$ cat config.mk
export PLATFORM = sky130hd
export DESIGN_NAME = alu_op_sequencer
export DESIGN_NICKNAME = d
export VERILOG_FILES = /design/src/rtl/alu_op_sequencer.sv
export SDC_FILE = /design/constraint.sdc
export NUM_CORES = 1
export LEC_CHECK = 0
export BUFFER_PORTS_ARGS = -buffer_cell sky130_fd_sc_hd__buf_2
export CORE_MARGIN = 5
export CORE_UTILIZATION = 57
export DETAILED_ROUTE_END_ITERATION = 8
export MAX_ROUTING_LAYER = met4
export PLACE_DENSITY = 0.9
export RECOVER_POWER = 100
export SYNTH_ARGS = -nofsm -noshare
export SYNTH_HDL_FRONTEND = slang
export SYNTH_HIERARCHICAL = 1
export SYNTH_SLANG_ARGS = --single-unit
$ cat constraint.sdc
create_clock -name clk -period 3.1 [get_ports clk]
set_input_delay 0.62 -clock clk [delete_from_list [all_inputs] [get_ports clk]]
set_output_delay 0.62 -clock clk [all_outputs]
set_load 0.05 [all_outputs]
$ cat src/rtl/alu_op_sequencer.sv
// Queues ALU commands, drives a combinational arithmetic unit from registers, returns one response per command.
// Latency: pop 1 cycle after accept, response SETTLE cycles after pop (rejects respond at pop); rsp_ready stall fills FIFO then drops cmd_ready.

// Generic synchronous FIFO, registered count, no same-cycle pass-through.
module alu_op_fifo #(
  parameter int WIDTH = 8,
  parameter int DEPTH = 4
) (
  input  logic             clk,
  input  logic             rst_n,
  input  logic             push,
  input  logic [WIDTH-1:0] push_dat,
  input  logic             pop,
  output logic [WIDTH-1:0] pop_dat,
  output logic             full,
  output logic             empty
);
  localparam int PTR_W = (DEPTH > 1) ? $clog2(DEPTH) : 1;
  localparam logic [PTR_W:0] FULL_CNT = (PTR_W + 1)'(DEPTH);

  logic [WIDTH-1:0] mem [DEPTH];
  logic [PTR_W-1:0] wr_ptr;
  logic [PTR_W-1:0] rd_ptr;
  logic [PTR_W:0]   count;
  logic             do_push;
  logic             do_pop;

  assign do_push = push && !full;
  assign do_pop  = pop && !empty;
  assign full    = (count == FULL_CNT);
  assign empty   = (count == '0);
  assign pop_dat = mem[rd_ptr];

  always_ff @(posedge clk or negedge rst_n) begin
    if (!rst_n) begin
      wr_ptr <= '0;
      rd_ptr <= '0;
      count  <= '0;
    end else begin
      if (do_push) wr_ptr <= wr_ptr + 1'b1;
      if (do_pop)  rd_ptr <= rd_ptr + 1'b1;
      if (do_push && !do_pop)      count <= count + 1'b1;
      else if (!do_push && do_pop) count <= count - 1'b1;
    end
  end

  always_ff @(posedge clk) begin
    if (do_push) mem[wr_ptr] <= push_dat;
  end
endmodule

module alu_op_sequencer #(
  parameter int NBIT       = 8,
  parameter int SETTLE     = 2,
  parameter int FIFO_DEPTH = 4
) (
  input  logic            clk,
  input  logic            rst_n,
  input  logic            cmd_valid,
  output logic            cmd_ready,
  input  logic [NBIT-1:0] cmd_a,
  input  logic [NBIT-1:0] cmd_b,
  input  logic [2:0]      cmd_op,
  output logic [NBIT-1:0] alu_a,
  output logic [NBIT-1:0] alu_b,
  output logic [2:0]      alu_op,
  input  logic [NBIT-1:0] alu_result,
  input  logic            alu_n,
  input  logic            alu_c,
  input  logic            alu_v,
  output logic            rsp_valid,
  input  logic            rsp_ready,
  output logic [NBIT-1:0] rsp_result,
  output logic            rsp_n,
  output logic            rsp_z,
  output logic            rsp_c,
  output logic            rsp_v,
  output logic            rsp_err,
  output logic            busy
);
  typedef struct packed {
    logic [NBIT-1:0] a;
    logic [NBIT-1:0] b;
    logic [2:0]      op;
  } cmd_t;

  typedef enum logic [1:0] {IDLE, WAIT, RESP} state_t;

  localparam logic [3:0] SETTLE_INIT = 4'(SETTLE - 1);

  cmd_t       push_cmd;
  cmd_t       head;
  logic       fifo_full;
  logic       fifo_empty;
  logic       pop;
  logic       head_reject;
  state_t     state;
  logic [3:0] settle_cnt;

  assign push_cmd.a  = cmd_a;
  assign push_cmd.b  = cmd_b;
  assign push_cmd.op = cmd_op;

  alu_op_fifo #(
    .WIDTH ($bits(cmd_t)),
    .DEPTH (FIFO_DEPTH)
  ) u_fifo (
    .clk      (clk),
    .rst_n    (rst_n),
    .push     (cmd_valid),
    .push_dat (push_cmd),
    .pop      (pop),
    .pop_dat  (head),
    .full     (fifo_full),
    .empty    (fifo_empty)
  );

  assign cmd_ready = !fifo_full;
  assign pop       = (state == IDLE) && !fifo_empty;
  assign busy      = (state != IDLE) || !fifo_empty;

  // Undefined opcodes and zero divisors never reach the arithmetic unit.
  always_comb begin
    head_reject = 1'b0;
    case (head.op)
      3'b000, 3'b001, 3'b010: head_reject = 1'b0;
      3'b011, 3'b101:         head_reject = (head.b == '0);
      default:                head_reject = 1'b1;
    endcase
  end

  always_ff @(posedge clk or negedge rst_n) begin
    if (!rst_n) begin
      state      <= IDLE;
      settle_cnt <= '0;
      alu_a      <= '0;
      alu_b      <= '0;
      alu_op     <= '0;
      rsp_valid  <= 1'b0;
      rsp_result <= '0;
      rsp_n      <= 1'b0;
      rsp_z      <= 1'b0;
      rsp_c      <= 1'b0;
      rsp_v      <= 1'b0;
      rsp_err    <= 1'b0;
    end else begin
      case (state)
        IDLE: begin
          if (pop) begin
            if (head_reject) begin
              rsp_result <= '0;
              rsp_n      <= 1'b0;
              rsp_z      <= 1'b0;
              rsp_c      <= 1'b0;
              rsp_v      <= 1'b0;
              rsp_err    <= 1'b1;
              rsp_valid  <= 1'b1;
              state      <= RESP;
            end else begin
              alu_a      <= head.a;
              alu_b      <= head.b;
              alu_op     <= head.op;
              settle_cnt <= SETTLE_INIT;
              state      <= WAIT;
            end
          end
        end
        WAIT: begin
          if (settle_cnt != '0) begin
            settle_cnt <= settle_cnt - 1'b1;
          end else begin
            rsp_result <= alu_result;
            rsp_n      <= alu_n;
            rsp_z      <= (alu_result == '0);
            rsp_c      <= alu_c;
            rsp_v      <= alu_v;
            rsp_err    <= 1'b0;
            rsp_valid  <= 1'b1;
            state      <= RESP;
          end
        end
        RESP: begin
          if (rsp_ready) begin
            rsp_valid <= 1'b0;
            state     <= IDLE;
          end
        end
        default: state <= IDLE;
      endcase
    end
  end
endmodule
# Word level (Yosys, flattened, before mapping)
# Memories as Yosys holds them, arrays and structs flattened.
# Index checks and enable logic that the tools add are counted.
dict set report op_classes {
  n_eq_ne 13
  mux 35
  bitwise 1
  reduce_logical 27
  n_addsub 5
}
# operator count
set op_table {}
lappend op_table {{$mux W8} 3}
lappend op_table {{$logic_not A8 Y1} 2}
lappend op_table {{$pmux W8 S2} 1}
lappend op_table {{$mux W1} 13}
lappend op_table {{$mux W4} 3}
lappend op_table {{$pmux W1 S2} 6}
lappend op_table {{$ne A2 B2 Y1 const B} 5}
lappend op_table {{$mux W2} 4}
lappend op_table {{$pmux W4 S2} 1}
lappend op_table {{$reduce_and A4 Y1} 2}
lappend op_table {{$eq A3 B2 Y1 const B} 2}
lappend op_table {{$eq A3 B3 Y1 const B} 2}
lappend op_table {{$logic_not A3 Y1} 2}
lappend op_table {{$mux W3} 2}
lappend op_table {{$pmux W2 S3} 1}
lappend op_table {{$reduce_and A3 Y1} 2}
lappend op_table {{$reduce_bool A2 Y1} 3}
lappend op_table {{$logic_and A1 B1 Y1} 5}
lappend op_table {{$reduce_and A5 Y1} 1}
lappend op_table {{$add A2 B1 Y2 const B} 2}
lappend op_table {{$logic_not A1 Y1} 4}
lappend op_table {{$reduce_bool A4 Y1} 1}
lappend op_table {{$sub A4 B1 Y4 const B} 1}
lappend op_table {{$add A3 B1 Y3 const B} 1}
lappend op_table {{12 further kinds} 12}
dict set report word_totals {
  out_inout_bits 35
  register_bits 46
  mem_bits_rw 76
  in_bits 34
  mem_count 1
  word_cells 97
}
# name words word_bits read_ports rd_ports_with_merged_regs write_ports line_no
set memory_table {}
lappend memory_table {u_fifo.mem 4 19 1 0 1 21} ;# logic [WIDTH-1:0] mem [DEPTH];

# Depth between registers and ports, before layout
dict set report depth {
  depth_word 7
  mapped_depth 10
  depth_no_buf 10
}

# Cells and area by module
# Netlist, hierarchy kept.
# mod instances area_per_inst_um2 cells_each seq_area_each_um2
set modules_own_cells {}
lappend modules_own_cells {alu_op_fifo 1 3159.3 135 2457.4}
lappend modules_own_cells {alu_op_sequencer 1 1715.4 136 975.9}

# Least setup slack after synthesis
# OpenSTA, ideal clock, no wires.
dict set report synth_timing {
  path_type {reg2reg}
  from {reg u_fifo.rd_ptr[0]}
  to {reg alu_a[0]}
  period_less_slack_ns 2.501
  stages_incl_launch_ff 8
  path_buffers 2
  arrival_ns 2.376
  required_time_ns 2.975
  path_slack_ns 0.599
  setup_time_ns 0.125
  path_cell_list {dfrtp_1 -> buf_4 -> mux4_2 -> nor4_1 -> a32oi_1 -> o21ai_1 -> buf_2 -> mux2_2}
}
# item line_no
set synth_rtl {}
lappend synth_rtl {{start: declaration} 23} ;# logic [PTR_W-1:0] rd_ptr;
lappend synth_rtl {{start signal: assignment} 41} ;# if (do_pop) rd_ptr <= rd_ptr + 1'b1;
lappend synth_rtl {{end signal: assignment} 160} ;# alu_a <= head.a;
lappend synth_rtl {{end: declaration} 64} ;# output logic [NBIT-1:0] alu_a,

==> impl_results.md <==
- Worst endpoint required time: approximately 3500 ps
- Critical Path Source: u_fifo/rd_ptr[0]
- TritonCTS buffer count: 17
- Worst-path fanout max: 12
- Vias per inst: 5.84
- Most common library cells after synthesis: edfxtp_1, dfrtp_1, mux2_2, mux4_2, a22o_1
- Root buf cell: clkbuf_8
- Post-Syn Nets: roughly 310
- Fraction of registers with async set/reset: 0.377
- Reg-to-reg slack, setup: around 170 ps
- Slew headroom: 0.120
- Post-route DRC: 0
- Clock sink total: roughly 120
- Synth warn: 6
- Status: complete, no violations
- Leading register cell type out of synthesis: edfxtp_1
- Reg clk slew, reported paths: 60 ps
- Lkg Pwr: 2.24 nW
- ANT nets after route: 0
- Power Dens Cells: 1260 nW/um^2
- Setup crit start kind: register
- Clock Latency Late Sink: roughly 500 ps
- Arr. time, crit path: 3320 ps
- Initial drt markers: around 170
- Hold crit path type: in2async
- Hold Buf Count CTS: 0
- Fillers: 557
- DIE WIDTH: slightly above 100 um
- Mapped cell area: between 4000 and 5000 sq um
- Die ar.: approximately 11000 sq um
- Final setup viols: 0
- Vias: roughly 2800
- Setup TNS: 0 ps
- RR Endpoint: alu_a[0]
- Most instantiated library cell after synthesis: edfxtp_1
- TritonCTS clock tree: built
- Rows: 33
- TritonRoute pass-1 iters: 4
- Hold Fails Final Rpt: 0
- Final Power: 7.40 mW
- FF+latch count, synth: 122
- Largest family of logic cells by synthesized area: multiplexers
- Post-synthesis simple-gate area fraction: 0.0549
- Max clock buf depth: 2
- CORE AREA: between 8000 and 9000 sq um
- Post-Synth XOR/XNOR Area: 0.0108
- Largest net degree at the start of global routing: 47
- Die Y: just over 100 um
- Kind of critical path: reg2reg
- Initial antenna violation count: 0
- Synth cell types: 48
- Post-synth EDFFs: 76
- Peak supply drop: about 0.85 mV
- Post-CTS sizing: 1
- Area leader, netlist: edfxtp_1
- Area contributors post-synth: edfxtp_1, dfrtp_1, mux4_2, mux2_2, a22o_1
- Initial Utilization: 0.590
- Tot GR Track Use: 0.220
- WL/cell: roughly 21 um
- Mux cell area share after synthesis: 0.137
- Final Net Count: a little over 400
- HPWL Detailed: between 6 and 7 mm
- Number of max-cap violations: 0
- Sequential fraction of the synthesis area: 0.704
- Total inserted antenna cells: 0
- Finished Core Util: 0.714
- Post-synthesis compound-gate area fraction: 0.0475
- Final worst path period share: 0.945
- Drt total wl: ~10 mm
- Adder-Cell Fraction of Synth Area: 0.0221
- Post-Syn Instances: between 200 and 300
- Slew Viols, Final: 0
- Num ports: 69
- Global-route wire length before repair: roughly 16 mm
- Fraction of layout cells with a size suffix above 1: 0.257
- Post-CTS Setup Bufs: 0
- F_max: 341 MHz
- Overflow after GRT: 0
- RD Place Congestion: just under 0.8
- Vias in the first global route: 3010
- Worst Max-Slew Pin Slew: around 1300 ps
- Synth-to-Final Area Change: 21.0%
- R2R cell count: 7
- # port buffers: just under 70
- Post-route minimum period: between 2000 and 3000 ps
- CP Capture Type: register
- RSZ-0062 raised after global routing: false
- Synth top area share: 0.468
- H-tree depth: 4
- Crit Reg-Reg Startpoint: u_fifo/rd_ptr[0]
- Clk_skew: 10.1 ps
- Avg Synthesized Cell Area: between 15 and 20 sq um
## cell usage in the layout, fill, tap and decap left out, types with 3 or more instances in the layout
cell type	count
nand2b_1	3
nor4_1	3
nor2_1	6
inv_1	11
buf_2	14
mux4_2	19
clkbuf_16	16
clkbuf_1	60
bufinv_16	4
buf_4	8
o21ai_0	3
inv_6	4
edfxtp_1	76
mux2_1	3
nor3_1	3
dfrtp_1	45
mux2_2	18
xnor2_1	4
a22o_1	12
nand2_1	6
ha_1	7
a21oi_1	3
and2_0	4
## sequential cells by signal (all words and copies together) (netlist names)
register       flops
u_fifo/count       3
settle_cnt         4
u_fifo/mem        76
rsp_valid          1
rsp_n              1
rsp_z              1
rsp_result         8
u_fifo/wr_ptr      2
alu_op             3
alu_a              8
state              2
rsp_c              1
rsp_err            1
rsp_v              1
alu_b              8
u_fifo/rd_ptr      2
## cell type report
class                   instances  area (sq um)  area share
multi-input cells             127          1320       0.224
repair buffers                 82           357      0.0605
inverters                      11          41.3     0.00700
flip-flops and latches        122          3430       0.582
clock buffers                  18           418      0.0709
well taps                     105           131      0.0223
clock inverters                14           193      0.0327
## layer usage
layer / share of wire / vias up / GRT usage / wire length (um)
met1: 0.38 / 1443 / 0.243 / 3810
li1: - / 1240 / - / -
met4: 0.013 / 0 / 0.0706 / 126
met3: 0.060 / 13 / 0.0669 / 607
met5: 0 / - / - / 0
met2: 0.55 / 103 / 0.379 / 5500
## stage by stage
step	cell area, sq um	setup WS (ps)	hold WS [ps]	cells
final	5900	170	304	479
after global routing	5900	18.0	310	479
after CTS	5990	154	294	479
after detailed placement	5380	81.2	476	447
after global placement	5380	285	465	447
after floorplan	4870	599	324	271
## kinds of logic after synthesis
group,after synthesis
adders and majority gates,8
AOI/OAI and AO/OA,30
and+or+nand+nor,43
DFF,122
muxes,40
buffers and inverters,22
xor gates and xnor gates,6
## worst max-delay path: stages (launching register included)
cell     delay, ps
dfrtp_2        530
buf_4          300
mux4_2         580
nor3b_1        380
a32oi_1        210
o21ai_2        180
buf_4          250
mux2_2         370
## where the power goes
part | leakage, nW | internal, mW | switching (mW)
Sequential | 1.26 | 2.27 | 0.329
Combinational | 0.685 | 1.01 | 1.77
Clock | 0.294 | 1.31 | 0.708
## worst max path at each step
stage / depth (start not counted) / to / slack [ps]
2_1_floorplan: 7 / alu_a[0] / 600
3_3_place_gp: 7 / alu_a[6] / 290
3_5_place_dp: 7 / alu_b[4] / 80
4_1_cts: 7 / alu_a[0] / 150
5_1_grt: 7 / alu_a[0] / 20
6_report: 7 / alu_a[0] / 170
(Power assumes the default switching activity.)
